## src/rtl/usb_audio_i2s_tx.sv

```systemverilog
// Philips I2S transmitter for the USB audio path: 1-deep pending sample, Bresenham BCLK divider.
// Optional macro USB_AUDIO_I2S_UNDERRUN_MUTE_EN: on underrun, send silence instead of repeating the last sample.
module usb_audio_i2s_tx #(
  parameter int unsigned CLK_HZ           = 60000000,
  parameter int unsigned FS_HZ            = 48000,
  parameter int unsigned IN_OFFSET_BINARY = 1
) (
  input  logic        clk,
  input  logic        usb_rstn,
  input  logic [15:0] in_lch,
  input  logic [15:0] in_rch,
  input  logic        in_valid,
  output logic        i2s_bclk,
  output logic        i2s_lrck,
  output logic        i2s_sd,
  output logic [15:0] underrun_cnt,
  output logic [15:0] overrun_cnt
);

  // Two BCLK edges per bit, 64 bits per frame.
  localparam logic [32:0] ACC_INC  = 33'(FS_HZ) * 33'd128;
  localparam logic [32:0] ACC_MOD  = 33'(CLK_HZ);
  localparam logic        CONV_MSB = (IN_OFFSET_BINARY != 0);

  logic [31:0] acc;
  logic [32:0] acc_sum;
  logic [31:0] acc_nxt;
  logic        tick;
  logic        bclk_fall;
  logic [5:0]  bit_cnt;
  logic [5:0]  bit_cnt_nxt;
  logic        frame_load;
  logic [4:0]  slot_nxt;
  logic [3:0]  sd_idx;
  logic [15:0] hold_ch;
  logic        sd_nxt;

  logic        pend_valid;
  logic [15:0] pend_l;
  logic [15:0] pend_r;
  logic [15:0] hold_l;
  logic [15:0] hold_r;

  function automatic logic [15:0] conv(input logic [15:0] s);
    return {s[15] ^ CONV_MSB, s[14:0]};
  endfunction

  // NOTE: every signal assigned in always_comb gets a value on every path, so no latch is inferred.
  always_comb begin
    acc_sum     = {1'b0, acc} + ACC_INC;
    tick        = (acc_sum >= ACC_MOD);
    acc_nxt     = tick ? 32'(acc_sum - ACC_MOD) : acc_sum[31:0];
    bclk_fall   = tick & i2s_bclk;
    bit_cnt_nxt = bit_cnt + 6'd1;
    frame_load  = bclk_fall && (bit_cnt_nxt == 6'd0);
    // Data for the slot being entered; slot 1 carries the MSB, one BCLK after LRCK moves.
    slot_nxt    = bit_cnt_nxt[4:0];
    hold_ch     = bit_cnt_nxt[5] ? hold_r : hold_l;
    sd_idx      = 4'(5'd16 - slot_nxt);
    sd_nxt      = 1'b0;
    if (slot_nxt >= 5'd1 && slot_nxt <= 5'd16)
      sd_nxt = hold_ch[sd_idx];
  end

  // NOTE: sequential state uses non-blocking assignments so every register sees pre-edge values.
  always_ff @(posedge clk or negedge usb_rstn) begin
    if (!usb_rstn) begin
      acc      <= '0;
      bit_cnt  <= '0;
      i2s_bclk <= 1'b0;
      i2s_lrck <= 1'b0;
      i2s_sd   <= 1'b0;
    end else begin
      acc <= acc_nxt;
      if (tick)
        i2s_bclk <= ~i2s_bclk;
      if (bclk_fall) begin
        bit_cnt  <= bit_cnt_nxt;
        i2s_lrck <= bit_cnt_nxt[5];
        i2s_sd   <= sd_nxt;
      end
    end
  end

  always_ff @(posedge clk or negedge usb_rstn) begin
    if (!usb_rstn) begin
      pend_valid   <= 1'b0;
      pend_l       <= '0;
      pend_r       <= '0;
      hold_l       <= '0;
      hold_r       <= '0;
      underrun_cnt <= '0;
      overrun_cnt  <= '0;
    end else begin
      if (frame_load) begin
        if (pend_valid) begin
          hold_l <= conv(pend_l);
          hold_r <= conv(pend_r);
        end else begin
          if (underrun_cnt != 16'hFFFF)
            underrun_cnt <= underrun_cnt + 16'd1;
`ifdef USB_AUDIO_I2S_UNDERRUN_MUTE_EN
          hold_l <= '0;
          hold_r <= '0;
`endif
        end
      end
      // A sample arriving on the load cycle simply becomes the next pending one.
      if (in_valid) begin
        pend_l <= in_lch;
        pend_r <= in_rch;
        if (pend_valid && !frame_load && overrun_cnt != 16'hFFFF)
          overrun_cnt <= overrun_cnt + 16'd1;
      end
      pend_valid <= in_valid | (pend_valid & ~frame_load);
    end
  end

endmodule

```

## config.mk

```make
export PLATFORM = sky130hd
export DESIGN_NAME = usb_audio_i2s_tx
export DESIGN_NICKNAME = d
export VERILOG_FILES = /design/src/rtl/usb_audio_i2s_tx.sv
export SDC_FILE = /design/constraint.sdc
export NUM_CORES = 1
export LEC_CHECK = 0
export CAP_MARGIN = 20
export CORE_MARGIN = 2
export CORE_UTILIZATION = 45
export DETAILED_ROUTE_END_ITERATION = 10
export HOLD_SLACK_MARGIN = 0.08
export PLACE_DENSITY = 0.77
export SLEW_MARGIN = 10
export SYNTH_ARGS = -nofsm -noshare
export SYNTH_HDL_FRONTEND = slang
export SYNTH_SLANG_ARGS = --single-unit
export TNS_END_PERCENT = 10
```

## constraint.sdc

```tcl
create_clock -name clk -period 3.4 [get_ports clk]
set_clock_uncertainty 0.15 [all_clocks]
set_input_delay 1.02 -clock clk [delete_from_list [all_inputs] [get_ports clk]]
set_output_delay 1.02 -clock clk [all_outputs]
set_load 0.005 [all_outputs]
```

## Word-level counts from Yosys, hierarchy flattened

Cells that the tools add are included.

- Bits in registers: 138
- Bits of input ports: 35
- Output and inout port bits: 35

- Add/sub/neg operators: 6
- Order comparisons: 4
- Equality and inequality tests: 2
- Multiplexer cells: 5
- Bitwise operators: 8
- Reductions and logical operators: 9

Operator list:

| kind | count |
|---|---|
| $add A32 B23 Y33 const B | 1 |
| $ge A33 B26 Y1 const B | 1 |
| $add A16 B1 Y16 const B | 2 |
| $mux W32 | 1 |
| $ne A16 B16 Y1 const B | 2 |
| $sub A32 B26 Y32 const B | 1 |
| $mux W16 | 1 |
| $add A6 B1 Y6 const B | 1 |
| $logic_not A6 Y1 | 1 |
| $ge A5 B1 Y1 const B | 1 |
| $le A5 B5 Y1 const B | 1 |
| $lt A4 B5 Y1 const B | 1 |
| $not A1 Y1 | 5 |
| $bmux W1 S4 | 1 |
| $logic_and A1 B1 Y1 | 4 |
| $reduce_and A2 Y1 | 2 |
| $sub A1 B4 Y4 const A | 1 |
| $reduce_and A3 Y1 | 1 |
| $and A1 B1 Y1 | 2 |
| $mux W1 | 2 |
| $logic_not A1 Y1 | 1 |
| $or A1 B1 Y1 | 1 |

## Logic depth before layout (Yosys ltp)

Gate-level depths: netlist of the first run.

- Word-level depth: 8
- Mapped depth: 14
- Gate-level depth less buffers: 11

## Worst setup path before layout of the first run

No wires, ideal clock.

- Path kind: register -> register
- Start: register acc[14]
- End: register overrun_cnt[14]
- Setup time: 0.124 ns
- Arrival: 2.766 ns
- Data required time: 3.126 ns
- Path slack: 0.360 ns
- Cell stages (with the launch flop): 14
- Buffers on the path: 2
- Clock period less this slack: 3.040 ns
- Cells stage by stage: dfrtp_1 buf_6 inv_1 ha_1 nand2b_1 a21oi_1 o21ai_1 or4_1 nand3_1 nand3_4 a31oi_4 buf_6 nand4_4 xnor2_2

- Longest elaborated chain between the ends: 8

Ends and longest elaborated chain:

| item | RTL line | source |
|---|---|---|
| from (decl) | 25 | `logic [31:0] acc;` |
| from (signal assigned) | 74 | `acc <= acc_nxt;` |
| $add A32 B23 Y33 | 50 | `acc_sum = {1'b0, acc} + ACC_INC;` |
| $ge A33 B26 Y1 | 51 | `tick = (acc_sum >= ACC_MOD);` |
| $and A1 B1 Y1 | 53 | `bclk_fall = tick & i2s_bclk;` |
| $logic_and A1 B1 Y1 | 55 | `frame_load = bclk_fall && (bit_cnt_nxt == 6'd0);` |
| $logic_not A1 Y1 | 112 | `if (pend_valid && !frame_load && overrun_cnt != 16'hFFFF)` |
| $logic_and A1 B1 Y1 (2 in a row) | 112 |  |
| $reduce_and A2 Y1 (no source line) | -- |  |
| to (signal assigned) | 113 | `overrun_cnt <= overrun_cnt + 16'd1;` |
| to (decl) | 17 | `output logic [15:0] overrun_cnt` |

No other way between the ends.
A chain may end at the register's enable or synchronous reset.

## Worst setup path after layout of the first run

- Start: register acc[19]
- End: register acc[13]

- Longest elaborated chain between the ends: 3

Ends and longest elaborated chain:

| item | RTL line | source |
|---|---|---|
| $add A32 B23 Y33 | 50 |  |
| $ge A33 B26 Y1 | 51 |  |
| $mux W32 | 52 | `acc_nxt = tick ? 32'(acc_sum - ACC_MOD) : acc_sum[31:0];` |

No other way between the ends.

==> impl_metrics.ini, run 1 <==
[yosys]
netlist.top_cell.by_area = dfrtp_1
ys_types = 67
synthArstFlopShare_pct = 100
netlist.area_leader.share_pct = 48.1
postSynthNetCount = 619
netlist_top_cells_area = dfrtp_1 48%, xnor2_1 7.0%, mux2_2 6.2%
synthesis.area_per_instance_um2 = 11.6
synth_area_um2 = 6710
syn_inst = 577
leading_register_cell_type_out_of_synthesis = dfrtp_1
synth-edff-count = 0
synth.yosys.warnings = 0
synth_seq_cells = 129
seq_area_frac_synth_pct = 48.1

[pwr]
power.switching_uw = 837
power_density_nw_per_um2 = 476
cellLeakagePower_nw = 3.65
pwr-share-comb_pct = 7.8
switching_share_pct = 21.1
vdd_ir_drop_max_uv = 382
internal-power_mw = 3.12
power.clock.fraction_pct = 49.6
power_mw = 3.96
power_frac_seq_pct = 42.5

[route]
number_of_violations_reported_at_the_end_of_detailed_routing_iteration_0 = 275
dr_total_vias = 4691
drt_first_pass_iters = 5
drtAntennaViolNets = 0
wl_mm = 13.8
drcViolationCount = 0
routed_via_density = 5.51
wl_per_cell_um = 16.2

[setup_path]
cp_data_arrival_time_ns = 3.41
type_of_element_launching_the_critical_path = register
timing.critical_path.required_ns = 3.55
path_class = register to register
critical_path.max_fanout = 12
kind_of_end_point_of_the_critical_path = register

[sta]
post-route-period-util_pct = 95.8
slew_violations = 0
tns_ns = 0
maxSlewHeadroom_pct = 66.0
report.final.setup_viol = 0
achievable-frequency_ghz = 0.307
worst_pin_slew_ns = 0.503
hold_violations = 0
min_period_ns = 3.26
rsz0062_at_grt = yes
setup_slack_ns = 0.142

[placed_design]
routabilityCongestion = 0.903
postPlaceCellArea_um2 = 7630
place.port_buffers = 69
detailedPlacementHpwl_mm = 9.53
placed_cells = 819
post-place-ws_ns = 0.100

[floorplanning]
core_area_um2 = 14500
die_height_um = 126
die_w_um = 126
die_area_um2 = 15900
boundaryPins = 70
row_count = 44
starting_density_of_the_core_pct = 46.2

[final_layout]
final_design_area_no_fill_um2 = 8310
diodes = 0
area.growth.synth_to_final_pct = 23.9
filler_cell_count = 1184
post_layout_nonfiller_instances = 851
final_net_count = 696
area_of_the_multi_input_gates_um2 = 3280
drive_above_1_share_pct = 19.5
sequential_cell_area_um2 = 3230

[global_routing]
globalRouteTotalUtil_pct = 18.3
first_pass_grt_wire_length_mm = 23.7
final_global_route_overflow_total = 0
vias_in_the_first_global_route = 4913
grt_start_max_net_pins = 54
antenna_violations_before_repair = 0

[job]
maxCapViolations = 0

[clock_tree]
cts_htree_levels = 4
tritoncts_num_sinks = 129
clock_pin_transition_on_the_worst_setup_and_hold_timing_paths_ns = 0.06
clock_path_buffers = 2
ctsRootBufferMaster = clkbuf_16
number_of_buffers_created_by_cts = 17
tritoncts = built
clkLatencyLatePin_ns = 0.42

[worst_hold_path]
min-delay-path-class = register to register

[outcome]
status = completed
-- metal layers --
layer	GRT usage (%)	up-vias	part of all wire (%)
met5	0	-	0
met4	4.78	0	1.1
met3	4.67	13	3.3
met2	31.7	95	51
met1	22.8	2368	45
li1	-	2215	-
-- synth_stat cells (3+ instances only) --
cell type,instances
nor2_1,20
nor3_1,6
buf_2,7
nand3_1,19
nand2b_1,5
inv_1,10
nand2_1,37
and3_1,14
clkbuf_1,16
and2_1,14
mux2_4,6
o21ai_0,16
ha_1,7
or4_1,3
a21o_1,3
mux2_1,21
a21oi_1,9
or3_1,5
mux2i_1,17
xor2_1,14
and4_1,5
mux2_2,37
nand3_2,13
xnor2_1,54
nor4_1,3
nor2b_1,4
buf_6,7
dfrtp_1,129
a31oi_1,10
nand4_1,16
a22oi_1,6
-- sequential cells by signal, summed over array words and instances (netlist names) --
name / flops
underrun_cnt: 16
i2s_bclk: 1
hold_r: 16
i2s_sd: 1
bit_cnt: 5
i2s_lrck: 1
acc: 24
pend_r: 16
hold_l: 16
pend_l: 16
overrun_cnt: 16
pend_valid: 1
-- layout make-up --
cell class	instances	area share, %
Clock buffer	23	5.99
Clock inverter	9	1.82
Inverter	10	0.451
Multi-Input combinational cell	405	39.4
Sequential cell	129	38.8
Tap cell	184	2.77
Timing Repair Buffer	91	10.7
-- power groups by stage --
stage | Clock (mW) | Sequential [mW] | Combinational, mW
3_3_place_gp | 0 | 1.70 | 0.302
5_1_grt | 2.07 | 1.69 | 0.340
2_1_floorplan | 0 | 1.69 | 0.148
6_report | 1.96 | 1.68 | 0.311
4_1_cts | 2.00 | 1.68 | 0.318
3_5_place_dp | 0 | 1.71 | 0.313
-- path summary, 6_finish.rpt --
kind	end	depth (start not counted)	slack (ns)	startpoint
worst max-delay path	acc[13]	10	0.14	acc[19]
worst min-delay path	hold_r[15]	1	0.33	pend_r[15]
worst max register to register	acc[13]	10	0.14	acc[19]
worst min register to register	hold_r[15]	1	0.33	pend_r[15]
max in group asynchronous	acc[23]	2	2.05	usb_rstn
min in group asynchronous	pend_l[8]	1	0.37	usb_rstn
-- per-stage QoR --
stage,util [%],hold WS [ns]
final,57.2,0.334
after global routing,57.2,0.355
after floorplan,-,0.284
after global placement,52.5,0.320
after detailed placement,52.5,0.329
after CTS,57.0,0.335
-- cell families (layout without fill, tap and decap cells) --
| kind of cell | after synthesis | count (layout) | share of synthesized area [%] |
|---|---|---|---|
| mux | 82 | 82 | 14.0 |
| buf+inv | 43 | 133 | 3.54 |
| flops | 129 | 129 | 48.1 |
| xor+xnor | 69 | 69 | 9.12 |
| compound gates | 73 | 73 | 8.43 |
| simple gates | 174 | 174 | 15.5 |
| fa+ha+maj | 7 | 7 | 1.31 |
-- critical path, stage by stage, from the launching register on --
cell       delay, ns
dfrtp_1         0.48
or4b_4          0.51
a2111oi_4       0.36
a311oi_4        0.07
nor4_1          0.35
a31oi_1         0.20
nand3_4         0.20
buf_4           0.23
nand2_1         0.12
or3_1           0.34
xnor2_1         0.13
-- timing repair --
item	CTS	global route
setup buffers	0	0
gates resized for setup	0	10
setup endpoints to repair	0	52
endpoints found under the hold margin	0	0
hold buffers	0	0
-- cell usage in the layout (no fill, tap or decap), types with 17 or more instances in the layout --
cell type / Yosys / routed
buf_4: 1 / 20
clkbuf_16: 0 / 17
clkdlybuf4s50_1: 0 / 68
dfrtp_1: 129 / 128
mux2_1: 21 / 21
mux2_2: 37 / 37
mux2i_1: 17 / 17
nand2_1: 37 / 37
nand3_1: 19 / 19
nor2_1: 20 / 20
xnor2_1: 54 / 54
No activity file was read; power rests on OpenSTA's default activity.
==> inputs of run 2 (changes only) <==
--- a/config.mk
+++ b/config.mk
@@ -6,12 +6,10 @@
 export NUM_CORES = 1
 export LEC_CHECK = 0
 export CAP_MARGIN = 20
-export CORE_MARGIN = 2
-export CORE_UTILIZATION = 45
+export CORE_UTILIZATION = 57
 export DETAILED_ROUTE_END_ITERATION = 10
 export HOLD_SLACK_MARGIN = 0.08
-export PLACE_DENSITY = 0.77
-export SLEW_MARGIN = 10
+export PLACE_DENSITY = 0.91
 export SYNTH_ARGS = -nofsm -noshare
 export SYNTH_HDL_FRONTEND = slang
 export SYNTH_SLANG_ARGS = --single-unit
==> run 2 against run 1 <==
- critical path depth up 1
- cell count is 5.3% lower
- worst setup slack got worse by 0.022 ns
- worst hold slack got worse by 0.0069 ns
- register-to-register slack got worse by 0.02 ns
- combinational power barely moved
- first-iteration DRC count up 42%
- count of clock-buffer cells in the layout down 4
- sequential power barely moved
- utilization rose by 14 points
- design area down 1.4%
- highest routed layer unchanged
==> impl_metrics.ini, run 2 (synthesis results as in run 1) <==
[route]
number_of_violations_reported_at_the_end_of_detailed_routing_iteration_0 = 391
routed_via_density = 5.99
wl_mm = 14.6
drcViolationCount = 0
drt_first_pass_iters = 6
wl_per_cell_um = 18.1
dr_total_vias = 4830
drtAntennaViolNets = 0

[final_layout]
drive_above_1_share_pct = 18.9
final_net_count = 692
filler_cell_count = 760
layout.cells.most_common_list = 128 x dfrtp_1, 68 x clkdlybuf4s50_1, 54 x xnor2_1, 37 x nand2_1, 37 x mux2_2
diodes = 0
largest_register_ff_count = 24
sequential_cell_area_um2 = 3230
area_of_the_multi_input_gates_um2 = 3270
area.growth.synth_to_final_pct = 22.2
layout_commonest_cell = dfrtp_1
regMostFlops = acc

[setup_path]
timing.critical_path.required_ns = 3.55
path_class = register to register
crit_top_cell = buf_4
kind_of_end_point_of_the_critical_path = register
cp_cell_sequence = or4b_4, a2111oi_4, a311oi_4, nor4_2, a31oi_2, nand3_4, and4_1, buf_4, buf_4, nand3_2, xnor2_1
reg2reg_slack_ns = 0.12
critical_path.max_fanout = 14
crit_path_max_incr_delay_ns = 0.54
timing.critical_path.depth = 11
cp_top_family = simple AND/OR/NAND/NOR gates
cp.buffers_inverters = 2
timing.reg2reg.worst_path_depth = 11
type_of_element_launching_the_critical_path = register
cp_data_arrival_time_ns = 3.43
slowest_cell_on_the_critical_path = or4b_4

[clock_tree]
clock_path_buffers = 2
number_of_buffers_created_by_cts = 17
post_cts_buffers = 0
tritoncts_num_sinks = 129
tritoncts = built
clkLatencyLatePin_ns = 0.43
clock_pin_transition_on_the_worst_setup_and_hold_timing_paths_ns = 0.06
cts_htree_levels = 4
ctsRootBufferMaster = clkbuf_16

[sta]
maxSlewHeadroom_pct = 53.6
hold_violations = 0
min_period_ns = 3.28
report.final.setup_viol = 0
worst_pin_slew_ns = 0.696
holdWs_ns = 0.327
achievable-frequency_ghz = 0.305
post-route-period-util_pct = 96.5
slew_violations = 0

[placed_design]
routabilityCongestion = 0.902
detailedPlacementHpwl_mm = 9.99
place.port_buffers = 69

[pwr]
cellLeakagePower_nw = 3.60
vdd_ir_drop_max_uv = 555
power_density_nw_per_um2 = 477
power_mw = 3.91
power.clock.fraction_pct = 49.1
pwr-share-comb_pct = 7.9
switching_share_pct = 22.3
power.switching_uw = 872
internal-power_mw = 3.04
power_frac_seq_pct = 43.0

[worst_hold_path]
timing.hold.worst_path_depth = 1
min-delay-path-class = register to register

[global_routing]
first_pass_grt_wire_length_mm = 24.7
final_global_route_overflow_total = 0
vias_in_the_first_global_route = 4923
grt_start_max_net_pins = 61
antenna_violations_before_repair = 0
globalRouteTotalUtil_pct = 25.6

[job]
maxCapViolations = 0

[floorplanning]
die_area_um2 = 12200
core_area_um2 = 11500
die_w_um = 110
row_count = 39
starting_density_of_the_core_pct = 58.5
boundaryPins = 70
die_height_um = 110

[outcome]
status = completed
## run 2: cell count changes in the layout (fill, tap and decap cells not counted), sizes merged
cell	delta
buf	-4
clkbuf	-4
clkinvlp	+3
clkinv	+1
## run 2: cell type report
class	count	share of cell area (%)
clock inverter	13	2.27
timing repair buffer	87	10.4
clock buffer	19	5.40
tap	143	2.18
multi-input combinational	405	39.9
sequential	129	39.4
inverter	10	0.458
## run 2: power groups by stage
stage          clock network, mW  logic (mW)  registers (mW)
6_report                    1.92       0.308            1.68
3_3_place_gp                   0       0.297            1.70
2_1_floorplan                  0       0.148            1.69
4_1_cts                     1.94       0.315            1.68
3_5_place_dp                   0       0.313            1.71
5_1_grt                     2.01       0.336            1.70
## run 2: timing repair
item | in CTS | in global routing
gates resized for setup | 0 | 8
hold buffers | 0 | 0
endpoints found under the setup margin | 0 | 69
## run 2: layer usage
| layer | GRT usage [%] | share of wire [%] | up-vias |
|---|---|---|---|
| met5 | 0 | 0 | - |
| met4 | 10.1 | 2.3 | 0 |
| met3 | 5.98 | 3.7 | 29 |
| met2 | 42.7 | 52 | 162 |
| met1 | 32.1 | 42 | 2425 |
| li1 | - | - | 2214 |
## run 2: worst paths after layout
check | endpoint | start
min in group asynchronous | acc[27] | usb_rstn
hold reg to reg | hold_r[15] | pend_r[15]
hold / removal | hold_r[15] | pend_r[15]
setup reg to reg | underrun_cnt[7] | acc[16]
max in group asynchronous | pend_r[5] | usb_rstn
setup / recovery | underrun_cnt[7] | acc[16]
## run 2: through the flow
step	std cells	util (%)	TNS, ns	worst slack (ns)	instance area, µm²
floorplan	577	-	0	0.360	6710
global placement	774	65.7	0	0.179	7540
detailed placement	774	65.7	0	0.126	7540
CTS	806	71.2	0	0.0797	8170
global route	806	71.5	-0.788	-0.0536	8200
finish	806	71.5	0	0.120	8200
==> inputs of run 3 (changes only) <==
--- a/config.mk
+++ b/config.mk
@@ -6,10 +6,12 @@
 export NUM_CORES = 1
 export LEC_CHECK = 0
 export CAP_MARGIN = 20
-export CORE_UTILIZATION = 57
+export CORE_ASPECT_RATIO = 1.1
+export CORE_UTILIZATION = 59
+export CTS_BUF_LIST = sky130_fd_sc_hd__clkbuf_4
 export DETAILED_ROUTE_END_ITERATION = 10
 export HOLD_SLACK_MARGIN = 0.08
-export PLACE_DENSITY = 0.91
+export PLACE_DENSITY = 0.94
 export SYNTH_ARGS = -nofsm -noshare
 export SYNTH_HDL_FRONTEND = slang
 export SYNTH_SLANG_ARGS = --single-unit
==> run 3 against run 2 <==
- count of clock-buffer cells in the layout down 2
- clock power down 45%
- sequential share of layout area up 1.6 points
- first-iteration DRC count up 4.1%
- combinational power up 2%
- critical path depth down 1
- maximum frequency up 1.2%
- routed wire length down 2.0%
- global-route usage up 0.61 points
==> impl_metrics.ini, run 3 (synthesis results as in run 1) <==
[route]
drcViolationCount = 0
number_of_violations_reported_at_the_end_of_detailed_routing_iteration_0 = 407
drt_first_pass_iters = 5
wl_mm = 14.3
wl_per_cell_um = 17.6
drtAntennaViolNets = 0
dr_total_vias = 4836
routed_via_density = 5.96

[floorplanning]
starting_density_of_the_core_pct = 60.9
die_area_um2 = 11800
core_area_um2 = 11000
row_count = 40
boundaryPins = 70
die_height_um = 114
die_w_um = 104

[clock_tree]
ctsRootBufferMaster = clkbuf_4
number_of_buffers_created_by_cts = 17
tritoncts = built
clock_path_buffers = 2
clock_pin_transition_on_the_worst_setup_and_hold_timing_paths_ns = 0.11
cts_hold_repair.buffers = 0
clkLatencyLatePin_ns = 0.54
tritoncts_num_sinks = 129
cts_htree_levels = 4

[final_layout]
post_layout_nonfiller_instances = 811
layout_commonest_cell = dfrtp_1
final_net_count = 695
regMostFlops = acc
final_design_area_no_fill_um2 = 7890
filler_cell_count = 715
drive_above_1_share_pct = 18.1
area.growth.synth_to_final_pct = 17.5
layout.cells.most_common_list = 128 x dfrtp_1, 68 x clkdlybuf4s50_1, 54 x xnor2_1, 37 x nand2_1, 37 x mux2_2
largest_register_ff_count = 24

[setup_path]
cp_cell_sequence = ha_1, and2_1, o41ai_1, a21oi_1, o21ai_0, and2_1, nand2b_1, nand2_1, nor3_1, xnor2_1
startpoint = acc[8]
type_of_element_launching_the_critical_path = register
cp_data_arrival_time_ns = 3.56
crit_path_max_incr_delay_ns = 0.62
kind_of_end_point_of_the_critical_path = register
crit_top_cell = and2_1
path_class = register to register
slowest_cell_on_the_critical_path = o41ai_1
regToRegStartpoint = acc[8]
timing.critical_path.required_ns = 3.72
critical_path.max_fanout = 4

[sta]
achievable-frequency_ghz = 0.308
min_period_ns = 3.24
report.final.setup_viol = 0
slew_violations = 0
post-route-period-util_pct = 95.3
tns_ns = 0
maxSlewHeadroom_pct = 50.4
hold_violations = 0
worst_pin_slew_ns = 0.734

[global_routing]
antenna_violations_before_repair = 0
vias_in_the_first_global_route = 5120
globalRouteTotalUtil_pct = 26.2
first_pass_grt_wire_length_mm = 24.5
grt_start_max_net_pins = 57
final_global_route_overflow_total = 0

[placed_design]
detailedPlacementHpwl_mm = 9.90
routabilityCongestion = 0.910
place.port_buffers = 69
placed_cells = 775
postPlaceCellArea_um2 = 7560

[pwr]
internal-power_mw = 2.29
power_frac_seq_pct = 55.1
cellLeakagePower_nw = 3.47
power.clock.fraction_pct = 34.6
power_density_nw_per_um2 = 386
vdd_ir_drop_max_uv = 293
switching_share_pct = 24.9
pwr-share-comb_pct = 10.3
power.switching_uw = 759

[worst_hold_path]
min-delay-path-class = primary input to async pin

[outcome]
status = completed

[job]
maxCapViolations = 0
==> run 3: routing by layer <==
layer | part of all wire (%) | GRT usage [%] | vias to the layer above
met5 | 0 | 0 | -
met3 | 3.3 | 5.03 | 40
met2 | 52 | 45.8 | 147
li1 | - | - | 2221
met4 | 2.6 | 11.8 | 0
met1 | 42 | 31.6 | 2428
==> run 3: path summary, 6_finish.rpt <==
path,slack (ns),end,cells past startpoint
max,0.16,acc[30],10
min,0.25,overrun_cnt[0],1
max reg2reg,0.16,acc[30],10
min reg2reg,0.33,hold_r[15],1
max in group asynchronous,2.23,pend_l[6],2
min in group clk,0.33,hold_r[15],1
==> run 3: power groups by stage <==
stage / Combinational, mW / Clock, mW / Sequential, mW
finish: 0.314 / 1.05 / 1.68
floorplan: 0.148 / 0 / 1.69
global route: 0.342 / 1.14 / 1.69
CTS: 0.320 / 1.07 / 1.68
detailed placement: 0.317 / 0 / 1.71
global placement: 0.305 / 0 / 1.70
==> run 3: timing repair <==
item | in CTS | in global routing
endpoints found under the hold margin | 0 | 0
gates resized for setup | 0 | 5
setup endpoints to repair | 0 | 72
setup buffers | 0 | 6
==> run 3: cell type report <==
class	instances	area [µm²]	share of cell area, %
Multi-Input combinational cell	405	3250	41.3
Sequential cell	129	3230	41.0
Timing Repair Buffer	90	908	11.5
Tap cell	147	184	2.33
Clock inverter	12	143	1.81
Clock buffer	17	128	1.62
Inverter	10	37.5	0.476
Antenna cell	1	2.50	0.0317
==> run 3: metrics by stage <==
step                power, mW  setup slack, ns  utilization, %  hold WS [ns]
floorplan                1.84            0.360               -         0.284
global placement         2.01            0.226            68.6         0.300
detailed placement       2.03            0.102            68.6         0.322
CTS                      3.07           0.0702            71.1         0.215
global route             3.17         -0.00120            71.6         0.227
finish                   3.05            0.158            71.6         0.250
==> run 3: worst max-delay path: cells and delay by family (launching register included) <==
kind | cells | cell delay, ns
AO/OA/AOI/OAI | 3 | 1.24
XOR/XNOR | 1 | 0.15
adder cells (fa/ha/maj) | 1 | 0.24
flip-flops | 1 | 0.45
AND/OR/NAND/NOR | 5 | 0.94
